### config.mk
export PLATFORM = sky130hd
export DESIGN_NAME = ras_call_detect
export DESIGN_NICKNAME = d
export VERILOG_FILES = /design/src/rtl/ras_pkg.sv /design/src/rtl/ras_call_decode.sv /design/src/rtl/ras_call_detect.sv
export SDC_FILE = /design/constraint.sdc
export NUM_CORES = 1
export LEC_CHECK = 0
export BUFFER_PORTS_ARGS = -buffer_cell sky130_fd_sc_hd__buf_4
export CORE_MARGIN = 8
export CORE_UTILIZATION = 56
export CTS_CLUSTER_DIAMETER = 40
export CTS_CLUSTER_SIZE = 14
export DETAILED_ROUTE_END_ITERATION = 12
export PLACE_DENSITY = 0.85
export SLEW_MARGIN = 5
export SYNTH_ARGS = -nofsm -noshare
export SYNTH_HDL_FRONTEND = slang
export SYNTH_SLANG_ARGS = --single-unit
### constraint.sdc
create_clock -name clk -period 5.75 [get_ports clk]
set_clock_uncertainty 0.15 [all_clocks]
set_input_delay 0.2875 -clock clk [delete_from_list [all_inputs] [get_ports clk]]
set_output_delay 0.2875 -clock clk [all_outputs]
set_load 0.05 [all_outputs]
### src/rtl/ras_pkg.sv
// Shared types and encoding constants for the return-address-stack call
// detector: operation and skid-state enums, link register indices and the
// RISC-V opcode fields the decoder matches on.
package ras_pkg;

    typedef enum logic [1:0] {
        NONE    = 2'd0,
        PUSH    = 2'd1,
        POP     = 2'd2,
        POPPUSH = 2'd3
    } ras_op_e;

    typedef enum logic [1:0] {
        EMPTY = 2'd0,
        ONE   = 2'd1,
        TWO   = 2'd2
    } ras_state_e;

    localparam logic [4:0] LINK_X1 = 5'd1;
    localparam logic [4:0] LINK_X5 = 5'd5;

    localparam logic [6:0] OPC_JAL  = 7'b1101111;
    localparam logic [6:0] OPC_JALR = 7'b1100111;

    localparam logic [1:0] C_Q1 = 2'b01;
    localparam logic [1:0] C_Q2 = 2'b10;

    localparam logic [2:0] C_F3_JAL  = 3'b001;
    localparam logic [3:0] C_F4_JR   = 4'b1000;
    localparam logic [3:0] C_F4_JALR = 4'b1001;

    function automatic logic is_link(input logic [4:0] r);
        return (r == LINK_X1) || (r == LINK_X5);
    endfunction

    function automatic logic op_pushes(input ras_op_e op);
        return (op == PUSH) || (op == POPPUSH);
    endfunction

    function automatic logic op_pops(input ras_op_e op);
        return (op == POP) || (op == POPPUSH);
    endfunction

endpackage

### src/rtl/ras_call_decode.sv
// Purely combinational classifier: turns a raw instruction into a RAS
// operation and reports whether it is a 16-bit encoding. Decoding of the
// compressed forms is only present when RAS_COMPRESSED_EN is defined;
// otherwise every 16-bit encoding classifies as NONE.
module ras_call_decode
    import ras_pkg::*;
(
    input  logic [31:0] instr_i,
    output ras_op_e     op_o,
    output logic        is_compressed_o
);

    logic [4:0] rd;
    logic [4:0] rs1;
    logic [2:0] funct3;
    logic       unused_imm;

    assign rd              = instr_i[11:7];
    assign rs1             = instr_i[19:15];
    assign funct3          = instr_i[14:12];
    assign is_compressed_o = (instr_i[1:0] != 2'b11);
    assign unused_imm      = ^instr_i[31:20];

`ifdef RAS_COMPRESSED_EN
    logic [4:0] c_rs2;
    assign c_rs2 = instr_i[6:2];
`endif

    // Classify the instruction by link-register usage of rd/rs1.
    always_comb begin
        op_o = NONE;
        if (!is_compressed_o) begin
            if (instr_i[6:0] == OPC_JAL) begin
                op_o = is_link(rd) ? PUSH : NONE;
            end else if (instr_i[6:0] == OPC_JALR && funct3 == 3'b000) begin
                case ({is_link(rd), is_link(rs1)})
                    2'b01:   op_o = POP;
                    2'b10:   op_o = PUSH;
                    2'b11:   op_o = (rd != rs1) ? POPPUSH : PUSH;
                    default: op_o = NONE;
                endcase
            end
        end
`ifdef RAS_COMPRESSED_EN
        else begin
            if (instr_i[1:0] == C_Q1 && instr_i[15:13] == C_F3_JAL) begin
                op_o = PUSH;
            end else if (instr_i[1:0] == C_Q2 && rd != 5'd0 && c_rs2 == 5'd0) begin
                if (instr_i[15:12] == C_F4_JALR) begin
                    op_o = (rd == LINK_X5) ? POPPUSH : PUSH;
                end else if (instr_i[15:12] == C_F4_JR) begin
                    op_o = is_link(rd) ? POP : NONE;
                end
            end
        end
`endif
    end

endmodule

### src/rtl/ras_call_detect.sv
// Call/return detector feeding a return-address stack. Instructions are
// decoded, their return address computed, and the result held in a skid
// buffer (SKID=1, two entries) or a single output register (SKID=0).
// push_o/pop_o pulse only in the cycle an entry is consumed downstream.
// Optional feature macro: RAS_COMPRESSED_EN (16-bit call/return decode).
module ras_call_detect
    import ras_pkg::*;
#(
    parameter int WIDTH = 31,
    parameter int SKID  = 1
) (
    input  logic             clk,
    input  logic             rst_ni,
    input  logic             flush_i,
    input  logic             in_valid_i,
    output logic             in_ready_o,
    input  logic [WIDTH-1:0] in_pc_i,
    input  logic [31:0]      in_instr_i,
    output logic             out_valid_o,
    input  logic             out_ready_i,
    output logic             push_o,
    output logic             pop_o,
    output logic [WIDTH-1:0] din_o
);

    localparam logic [WIDTH-1:0] RET_STEP_C  = WIDTH'(1);
    localparam logic [WIDTH-1:0] RET_STEP_32 = WIDTH'(2);

    ras_state_e       state_q, state_d;
    logic             ready_q, ready_d;
    ras_op_e          op0_q, op0_d, op1_q, op1_d;
    logic [WIDTH-1:0] ret0_q, ret0_d, ret1_q, ret1_d;

    ras_op_e          dec_op;
    logic             dec_is_c;
    logic [WIDTH-1:0] dec_ret;
    logic             accept;
    logic             transfer;

    ras_call_decode u_decode (
        .instr_i         (in_instr_i),
        .op_o            (dec_op),
        .is_compressed_o (dec_is_c)
    );

    assign dec_ret  = in_pc_i + (dec_is_c ? RET_STEP_C : RET_STEP_32);
    assign accept   = in_valid_i && in_ready_o && !flush_i;
    assign transfer = out_valid_o && out_ready_i && !flush_i;

    generate
        if (SKID != 0) begin : g_skid
            assign in_ready_o = ready_q;
        end else begin : g_single
            assign in_ready_o = !out_valid_o || out_ready_i;
        end
    endgenerate

    // State and registered ready; reset empties the buffer and opens the input.
    always_ff @(posedge clk or negedge rst_ni) begin
        if (!rst_ni) begin
            state_q <= EMPTY;
            ready_q <= 1'b1;
        end else begin
            state_q <= state_d;
            ready_q <= ready_d;
        end
    end

    // Next state: occupancy follows accepts and transfers; flush wins over both.
    always_comb begin
        state_d = state_q;
        case (state_q)
            EMPTY: begin
                if (accept) state_d = ONE;
            end
            ONE: begin
                if (accept && !transfer && SKID != 0) state_d = TWO;
                else if (!accept && transfer)         state_d = EMPTY;
            end
            TWO: begin
                if (transfer) state_d = ONE;
            end
            default: state_d = EMPTY;
        endcase
        if (flush_i) state_d = EMPTY;
        ready_d = (state_d != TWO);
    end

    // Outputs: head entry drives din; pulses only on an unflushed transfer.
    always_comb begin
        out_valid_o = (state_q != EMPTY);
        din_o       = ret0_q;
        push_o      = transfer && op_pushes(op0_q);
        pop_o       = transfer && op_pops(op0_q);
    end

    // Entry storage: slot 0 is the head, slot 1 the skid entry behind it.
    always_comb begin
        op0_d  = op0_q;
        ret0_d = ret0_q;
        op1_d  = op1_q;
        ret1_d = ret1_q;
        case (state_q)
            EMPTY: begin
                if (accept) begin
                    op0_d  = dec_op;
                    ret0_d = dec_ret;
                end
            end
            ONE: begin
                if (accept && transfer) begin
                    op0_d  = dec_op;
                    ret0_d = dec_ret;
                end else if (accept) begin
                    op1_d  = dec_op;
                    ret1_d = dec_ret;
                end
            end
            TWO: begin
                if (transfer) begin
                    op0_d  = op1_q;
                    ret0_d = ret1_q;
                end
            end
            default: begin
                op0_d = NONE;
            end
        endcase
    end

    // Entry registers.
    always_ff @(posedge clk or negedge rst_ni) begin
        if (!rst_ni) begin
            op0_q  <= NONE;
            ret0_q <= '0;
            op1_q  <= NONE;
            ret1_q <= '0;
        end else begin
            op0_q  <= op0_d;
            ret0_q <= ret0_d;
            op1_q  <= op1_d;
            ret1_q <= ret1_d;
        end
    end

endmodule

==> run metrics, run 1 <==
first-pass GRT wire length 15200 um; Synthesized Nets 462; fmax 313 MHz; Site Rows 29; Root Buffer clkbuf_8; fin crit period 3190 ps; most frequent CP cell o21ai_0; Num Clock Sinks 69; crit end category flop; Post-synth ARST share 100%; count of input and output buffers 90; Post-Place Worst Slack 2550 ps; Post-DP HPWL 6540 um; final setup vio count 0; pin count of the biggest net entering global routing 70; gate count after technology mapping 391; post-layout util 71.0%; postcts setup bufs 0; Area Growth Syn to Fin 24.9%; yosys warns 0; DR WL/cell 16.8 um; Mean Syn Cell Area 9.02 um^2; Slew Viols, Final 0; max_slew headroom 14.9%; leakage 0.00198 uW; DIE AREA 9090 um^2; crit share post-route 55.5%; vias in the first global route 3182; routability cong. 0.858; vias per inst 5.72; Yosys top cell area share 48.3%; worst stage delay on the critical path 960 ps; post-synthesis cell area 3530 um^2; DR vias 3163; CP cell instances dlygate4sd3_1, buf_4, or4_1, nand2_1, o21ai_0, o21ai_0; Starting Density 56.8%; PD cells 335 nW/um^2; initial DRC count 176; DRT antenna net count 0; CP top delay family simple AND/OR/NAND/NOR gates; final hold violation count 0; Hold Crit Class in -> reg; Commonest cells post-synth 68 x dfrtp_1, 62 x nand2_1, 32 x o21ai_0, 31 x nor2_1, 21 x a21oi_1; Seq/Total Area, Yosys 49.0%; library cells used by synthesis 45; Yosys reg bits 69; total power 1480 uW; Total GRT Usage 21.6%; Crit path buffers/inverters 2; Crit Path Category in -> reg; Placed Cells 536; # H-tree levels 3; io pins 103; most frequent cell after synthesis dfrtp_1; Final Net Count 543; core area 6200 um^2; Critical Path Start Type input pin; max_cap viols 0; Required @ worst endpoint 5860 ps; DRC violations left 0; Die Wd 95.4 um; Ant. Diodes 0; cts bufs inserted 9; WP data arrival 3310 ps; final setup margin 2560 ps; Non-Filler Instances 553; WL final 9280 um; setup TNS 0 ps; Main synth FF type dfrtp_1; CTS tree built; DR pass1 iterations 4; top post-synthesis cells by area dfrtp_1 48%, nand2_1 6.6%, o21ai_0 4.5%; initial antenna violation count 0; EDFF count, synth 0; CP Max Fanout 29; worst skew pair latency 340 ps; transition time of the tightest slew-check pin 1280 ps; run status finished clean; die height 95.4 um; Clock transition at path regs 70 ps; RSZ-0062 raised after global routing false; Worst VDD drop 342 uV; fraction of layout cells with a size suffix above 1 23.7%; CTS max path bufs 2; critical path's slowest cell nand2_1; GR Overflow Total 0; post-synth top area cell dfrtp_1
cells in the final DEF, fill, tap and decap left out, drive strengths merged, types with 11 or more instances in the layout:
master / instances
nor2: 31
xnor2: 11
o22ai: 14
nand3: 19
buf: 92
dfrtp: 68
xor2: 17
a21oi: 21
clkbuf: 13
o21ai: 38
nand2: 62
area by class of cell:
class                           instances  area [um^2]
Clock inverter                          2         35.0
Fill cell                             460         1800
Timing Repair Buffer                   94          711
Sequential cell                        69         1730
Clock buffer                           13          139
Multi-Input combinational cell        291         1670
Tap cell                               77         96.3
Inverter                                7         26.3
logic make-up (layout without fill, tap and decap cells):
family,after synthesis,count (layout),synth area share (%)
compound gates,94,94,15.4
flops,69,69,49.0
buf+inv,31,116,3.69
xor+xnor,28,28,6.96
fa+ha+maj,3,3,1.28
simple gates,161,161,22.1
mux,5,5,1.56
report_power, final:
part | switching [uW] | leakage (uW) | total (uW) | internal [uW]
combinational | 296 | 0.00105 | 451 | 155
clock | 171 | 0.0000875 | 370 | 198
sequential | 61.8 | 0.000844 | 656 | 594
total | 530 | 0.00198 | 1480 | 948
stage by stage:
| step | instance area, um^2 | hold slack (ps) |
|---|---|---|
| floorplan | 3530 | -158 |
| global placement | 4210 | 296 |
| detailed placement | 4210 | 303 |
| CTS | 4410 | 31.8 |
| global route | 4410 | 53.3 |
| finish | 4410 | 44.4 |
per-layer routing:
layer | routed length (um) | global-route usage, % | up-vias
li1 | - | - | 1542
met1 | 3820 | 25.3 | 1509
met2 | 4730 | 36.0 | 96
met3 | 536 | 5.35 | 16
met4 | 199 | 11.3 | 0
met5 | 0 | 0 | -
worst reg2reg max path: cells and delay by family, from the launching register on:
family | cells | cell delay (ps)
AO/OA/AOI/OAI | 2 | 430
AND/OR/NAND/NOR | 3 | 1990
flip-flops | 1 | 530
worst paths after layout:
kind / from / endpoint / slack, ps / cells after the start
max: flush_i / din_o[22]$_DFFE_PN0P_ / 2560 / 6
min: out_ready_i / in_ready_o$_DFF_PN1_ / 40 / 2
max reg2reg: in_ready_o$_DFF_PN1_ / din_o[22]$_DFFE_PN0P_ / 2580 / 5
min reg2reg: ret1_q[21]$_DFFE_PN0P_ / ret1_q[21]$_DFFE_PN0P_ / 340 / 2
max in group asynchronous: rst_ni / ret1_q[10]$_DFFE_PN0P_ / 4440 / 2
min in group asynchronous: rst_ni / ret1_q[19]$_DFFE_PN0P_ / 440 / 2
state kept, by name (all words and copies together) (netlist names):
register and cells:
din_o 31, op0_q 2, state_q 2, op1_q 2, in_ready_o 1, ret1_q 31
repair_timing:
action                    in CTS  in global routing
gates resized for setup        0                  0
hold endpoints to repair      69                  0
hold buffers                   2                  0
Note: power is estimated with default switching activity, not from simulation.
==> run 2: changes to the inputs <==
CORE_UTILIZATION = 52   (was 56)
PLACE_DENSITY = 0.8   (was 0.85)
clock period = 3.1 ns   (was 5.75 ns; I/O delays follow)
==> run 2 against run 1 <==
  * Critical path depth is 1 lower
  * Clock power is 120% higher
  * First-iteration DRC count is 13% higher
  * Cell count is 3.4% higher
  * Count of clock-buffer cells in the layout is 3 lower
  * Critical endpoint is now din_o[3]$_DFFE_PN0P_
  * Largest power group unchanged
==> run metrics, run 2 (synthesis results as in run 1) <==
Required @ worst endpoint 3240 ps (-2620 ps); Site Rows 30 (+3.4%); core area 6680 um^2 (+7.7%); Crit Path Category reg -> reg; critical path's slowest cell and2_1; initial antenna violation count 0 (unchanged); Clock transition at path regs 70 ps (about the same); WHS 5.98 ps (-38.4 ps); Final Net Count 558 (+2.8%); Num Clock Sinks 69 (unchanged); Non-Filler Instances 572 (+3.4%); worst skew pair latency 350 ps (about the same); setup TNS 0 ps (unchanged); DRT antenna net count 0 (unchanged); run status finished clean; commonest non-fill, non-tap cell in the layout buf_4; io pins 103 (unchanged); routability cong. 0.842 (-1.9%); Critical Path Start Type flop; DRC violations left 0 (unchanged); Total GRT Usage 19.8% (-1.9 points); WP data arrival 2550 ps (-760 ps); DIE AREA 9670 um^2 (+6.4%); die height 98.3 um (+3.1%); WL final 9450 um (+1.8%); worst stage delay on the critical path 540 ps (-420 ps); Starting Density 52.8% (-4.1 points); CP cell instances nand2_1, or4_1, and2_1, a211oi_1, a21o_1; leakage 0.00207 uW (+4.5%); count of input and output buffers 90 (unchanged); fin crit period 2410 ps; # H-tree levels 3 (unchanged); CP top delay family simple AND/OR/NAND/NOR gates; RSZ-0062 raised after global routing false; Die Wd 98.3 um (+3.1%); PD cells 629 nW/um^2 (+88%); most used routing layer met2; fmax 415 MHz; GRT met2 Usage 33.8% (-2.3 points); post-cts sizing count 0 (unchanged); GR met3 Demand/Resource 7.04% (+1.7 points); crit end category flop; postcts setup bufs 0 (unchanged); max_slew headroom 21.8% (+6.9 points); CTS max path bufs 2 (unchanged); transition time of the tightest slew-check pin 1170 ps (-103 ps); first-pass GRT wire length 15400 um (+0.95%); Post-DP HPWL 6530 um (-0.20%); vias in the first global route 3278 (+3.0%); vias per inst 5.64 (-1.5%); WP depth 5 (-1); Root Buffer clkbuf_8; Crit path buffers/inverters 0 (-2); DR WL/cell 16.5 um (-1.6%); initial DRC count 199 (+13%); Placed Cells 542 (+1.1%); final setup vio count 0 (unchanged); max_cap viols 0 (unchanged); hold depth 4 (+2); CTS tree built; CTS Hold Bufs 12 (+10); R2R depth 5 (unchanged); Slew Viols, Final 0 (unchanged); most frequent cells in the layout 95 x buf_4, 68 x dfrtp_1, 62 x nand2_1; cts bufs inserted 9 (unchanged); crit share post-route 77.7%; DR vias 3224 (+1.9%); pin count of the biggest net entering global routing 70 (unchanged); CP Max Fanout 31 (+6.9%); GR Overflow Total 0 (unchanged); final hold violation count 0 (unchanged); Hold Crit Class in -> reg; Area Growth Syn to Fin 30.5%; fraction of layout cells with a size suffix above 1 24.6% (+0.85 points); Ant. Diodes 0 (unchanged); Worst VDD drop 522 uV (+53%); met1 Resource Use GR 22.5% (-2.8 points); DR pass1 iterations 4 (unchanged)
-- run 2: cell count changes in the layout (fill, tap and decap cells not counted) --
| cell | before | now |
|---|---|---|
| clkbuf_1 | 4 | 0 |
| dlygate4sd3_1 | 2 | 14 |
| clkinv_4 | 0 | 1 |
| clkbuf_8 | 9 | 10 |
| bufinv_16 | 1 | 2 |
| clkinvlp_4 | 0 | 1 |
| buf_4 | 92 | 95 |
| clkinv_2 | 1 | 2 |
-- run 2: routing by layer --
| layer | vias up | routed length, um |
|---|---|---|
| met5 | - | 0 |
| met4 | 0 | 155 |
| met3 | 15 | 585 |
| met2 | 105 | 4930 |
| met1 | 1537 | 3780 |
| li1 | 1567 | - |
-- run 2: through the flow --
stage	worst slack, ps	cell area, um^2	power [uW]	util, %
3_3_place_gp	735	4240	2040	63.4
5_1_grt	562	4600	3040	68.9
4_1_cts	694	4580	2910	68.6
6_report	691	4600	2900	68.9
3_5_place_dp	736	4240	2070	63.4
2_1_floorplan	797	3530	1760	-
-- run 2: final cells by class --
cell class / instances / area, um^2
clock buffer: 10 / 138
clock inverter: 6 / 86.3
fill: 514 / 2080
inverter: 7 / 26.3
multi-input combinational: 291 / 1670
sequential: 69 / 1730
tap: 80 / 100
timing repair buffer: 109 / 853
-- run 2: worst paths after layout --
kind | start | endpoint | slack, ps
hold / removal | in_instr_i[8] | op1_q[0]$_DFFE_PN0P_ | 6
setup reg to reg | in_ready_o$_DFF_PN1_ | din_o[3]$_DFFE_PN0P_ | 690
hold reg to reg | din_o[3]$_DFFE_PN0P_ | din_o[3]$_DFFE_PN0P_ | 330
min in group asynchronous | rst_ni | ret1_q[17]$_DFFE_PN0P_ | 300
max in group asynchronous | rst_ni | din_o[3]$_DFFE_PN0P_ | 1920
setup / recovery | in_ready_o$_DFF_PN1_ | din_o[3]$_DFFE_PN0P_ | 690
-- run 2: tightest hold or removal path, stage by stage --
cell       delay [ps]
buf_4              80
nor4b_1            50
o2111ai_1         110
o21ai_0            80
-- run 2: power breakdown --
part	internal, uW	total (uW)	switching [uW]
registers	1100	1210	112
clock network	473	828	355
logic	300	855	555
==> run 3: changes to the inputs <==
CORE_UTILIZATION = 47   (was 52)
PLACE_DENSITY = 0.76   (was 0.8)
clock period = 2 ns   (was 3.1 ns; I/O delays follow)
==> run 3 against run 2 <==
  * Setup slack got worse by 650 ps
  * Sequential power increased by 55%
  * Wire length increased by 10%
  * Worst hold slack got worse by 4.6 ps
  * Largest power group unchanged
  * Via count increased by 7.9%
  * Critical path depth increased by 2
  * Final area increased by 12%
==> run metrics, run 3 (synthesis results as in run 1) <==
CTS tree built; DIE AREA 10500 um^2 (+8.9%); PD cells 866 nW/um^2 (+38%); first-pass GRT wire length 16600 um (+7.6%); initial antenna violation count 0 (unchanged); transition time of the tightest slew-check pin 866 ps (-308 ps); Psw 1570 uW (+53%); count of input and output buffers 90 (unchanged); run status finished clean; CP Max Fanout 2 (-94%); worst skew pair latency 350 ps (about the same); Hold Crit Class in -> reg; io pins 103 (unchanged); die height 103 um (+4.3%); final hold violation count 0 (unchanged); fraction of layout cells with a size suffix above 1 29.1% (+4.5 points); initial DRC count 129 (-35%); Total GRT Usage 20.4% (+0.57 points); Crit Path Category in -> reg; DR pass1 iterations 4 (unchanged); Num Clock Sinks 69 (unchanged); fin crit period 1960 ps; leakage 0.00238 uW (+15%); Final Net Count 599 (+7.3%); DRC violations left 0 (unchanged); fmax 510 MHz; WL final 10400 um (+10%); pin count of the biggest net entering global routing 70 (unchanged); Internal Dissipation 2880 uW (+54%); max_cap viols 0 (unchanged); routability cong. 0.875 (+3.9%); GR Overflow Total 0 (unchanged); Root Buffer clkbuf_8; hold path endpoint din_o[16]$_DFFE_PN0P_; WP data arrival 2090 ps (-460 ps); Sequential Power Share 42.3% (+0.4 points); Site Rows 31 (+3.3%); RSZ-0062 raised after global routing true; # H-tree levels 3 (unchanged); crit share post-route 98.0%; DR vias 3479 (+7.9%); commonest non-fill, non-tap cell in the layout buf_4; DR WL/cell 16.5 um (about the same); CTS max path bufs 2 (unchanged); Ant. Diodes 0 (unchanged); Starting Density 48.6% (-4.2 points); reg2reg end din_o[19]$_DFFE_PN0P_; flop2flop setup slack 40 ps (-650 ps); hold depth 3 (-1); Required @ worst endpoint 2130 ps (-1110 ps); DRT antenna net count 0 (unchanged); final setup vio count 0 (unchanged); setup TNS 0 ps (unchanged); cts bufs inserted 9 (unchanged); critical hold path startpoint in_pc_i[16]; most frequent cells in the layout 112 x buf_4, 68 x dfrtp_1, 61 x nand2_1; Die Wd 103 um (+4.3%); Area Growth Syn to Fin 45.7%; Post-DP HPWL 6860 um (+5.0%); Comb pwr share 31.9% (+2.4 points); Slew Viols, Final 0 (unchanged); max_slew headroom 42.3% (+21 points); core area 7250 um^2 (+8.6%); Clock transition at path regs 70 ps (about the same); clock power share 25.8% (-2.8 points); R2R depth 6 (+1); vias in the first global route 3465 (+5.7%); Worst VDD drop 422 uV (-19%); Critical Path Start Type input pin; crit end category flop; WHS 1.38 ps (-4.60 ps); switching share of power 35.2% (about the same); FF-to-FF Start in_ready_o$_DFF_PN1_; vias per inst 5.51 (-2.2%)
run 3: cell count changes in the layout (fill, tap and decap cells not counted), sizes merged:
cell and change:
dlymetal6s4s +1, dlygate4sd3 +19, clkinvlp -1, buf +20, clkinv -3, clkbuf +5, bufinv -1
run 3: repair_timing:
item	4_1_cts	5_1_grt
pin swaps	0	13
buffers inserted	0	2
hold buffers	34	0
cloned	0	1
endpoints found under the hold margin	116	0
gates resized for setup	1	24
setup endpoints to repair	4	19
run 3: how the worst max path moves through the flow:
stage                                    start  slack, ps                endpoint  depth (start not counted)
after CTS                           in_pc_i[4]         20   din_o[22]$_DFFE_PN0P_                          8
after floorplan           in_ready_o$_DFF_PN1_       -260   din_o[17]$_DFFE_PN0P_                          8
after global routing            in_instr_i[19]        -30    op0_q[1]$_DFFE_PN0P_                          7
after detailed placement         in_instr_i[0]        -90  ret1_q[11]$_DFFE_PN0P_                         10
after global placement           in_instr_i[0]        -80   din_o[30]$_DFFE_PN0P_                         10
final                           in_instr_i[19]         40    op0_q[1]$_DFFE_PN0P_                          7
run 3: layer usage:
layer,GRT usage (%),wire length [um],up-vias
li1,-,-,1653
met1,24.9,4140,1671
met2,33.6,5190,134
met3,3.31,810,21
met4,11.2,289,0
met5,0,0,-
run 3: layout make-up:
type                       count  area, um^2
multi-input combinational    291        1810
timing repair buffer         150        1260
clock inverter                 1        30.0
tap                           99         124
sequential                    69        1730
fill                         539        2120
clock buffer                  14         163
inverter                       7        26.3
run 3: critical path, cell delays in order:
cell           delay [ps]
dlygate4sd3_1         570
buf_4                 160
nor4b_2               200
dlygate4sd3_1         600
nand4_1               140
a2bb2oi_1             160
a21oi_1               150
run 3: power by group through the flow:
stage | Combinational (uW) | Sequential [uW] | Clock (uW)
floorplan | 413 | 2310 | 0
global placement | 1320 | 1880 | 0
detailed placement | 1340 | 1900 | 0
CTS | 1400 | 1880 | 1150
global route | 1530 | 1910 | 1230
finish | 1420 | 1880 | 1150
run 3: stage by stage:
stage	area [um^2]	total power [uW]	util [%]	worst slack (ps)	std cells
2_1_floorplan	3540	2730	-	-260	391
3_3_place_gp	4420	3200	61.0	-81.3	579
3_5_place_dp	4420	3250	61.0	-93.7	579
4_1_cts	4960	4430	68.4	20.7	628
5_1_grt	5140	4670	70.8	-33.3	631
6_report	5140	4450	70.8	40.4	631
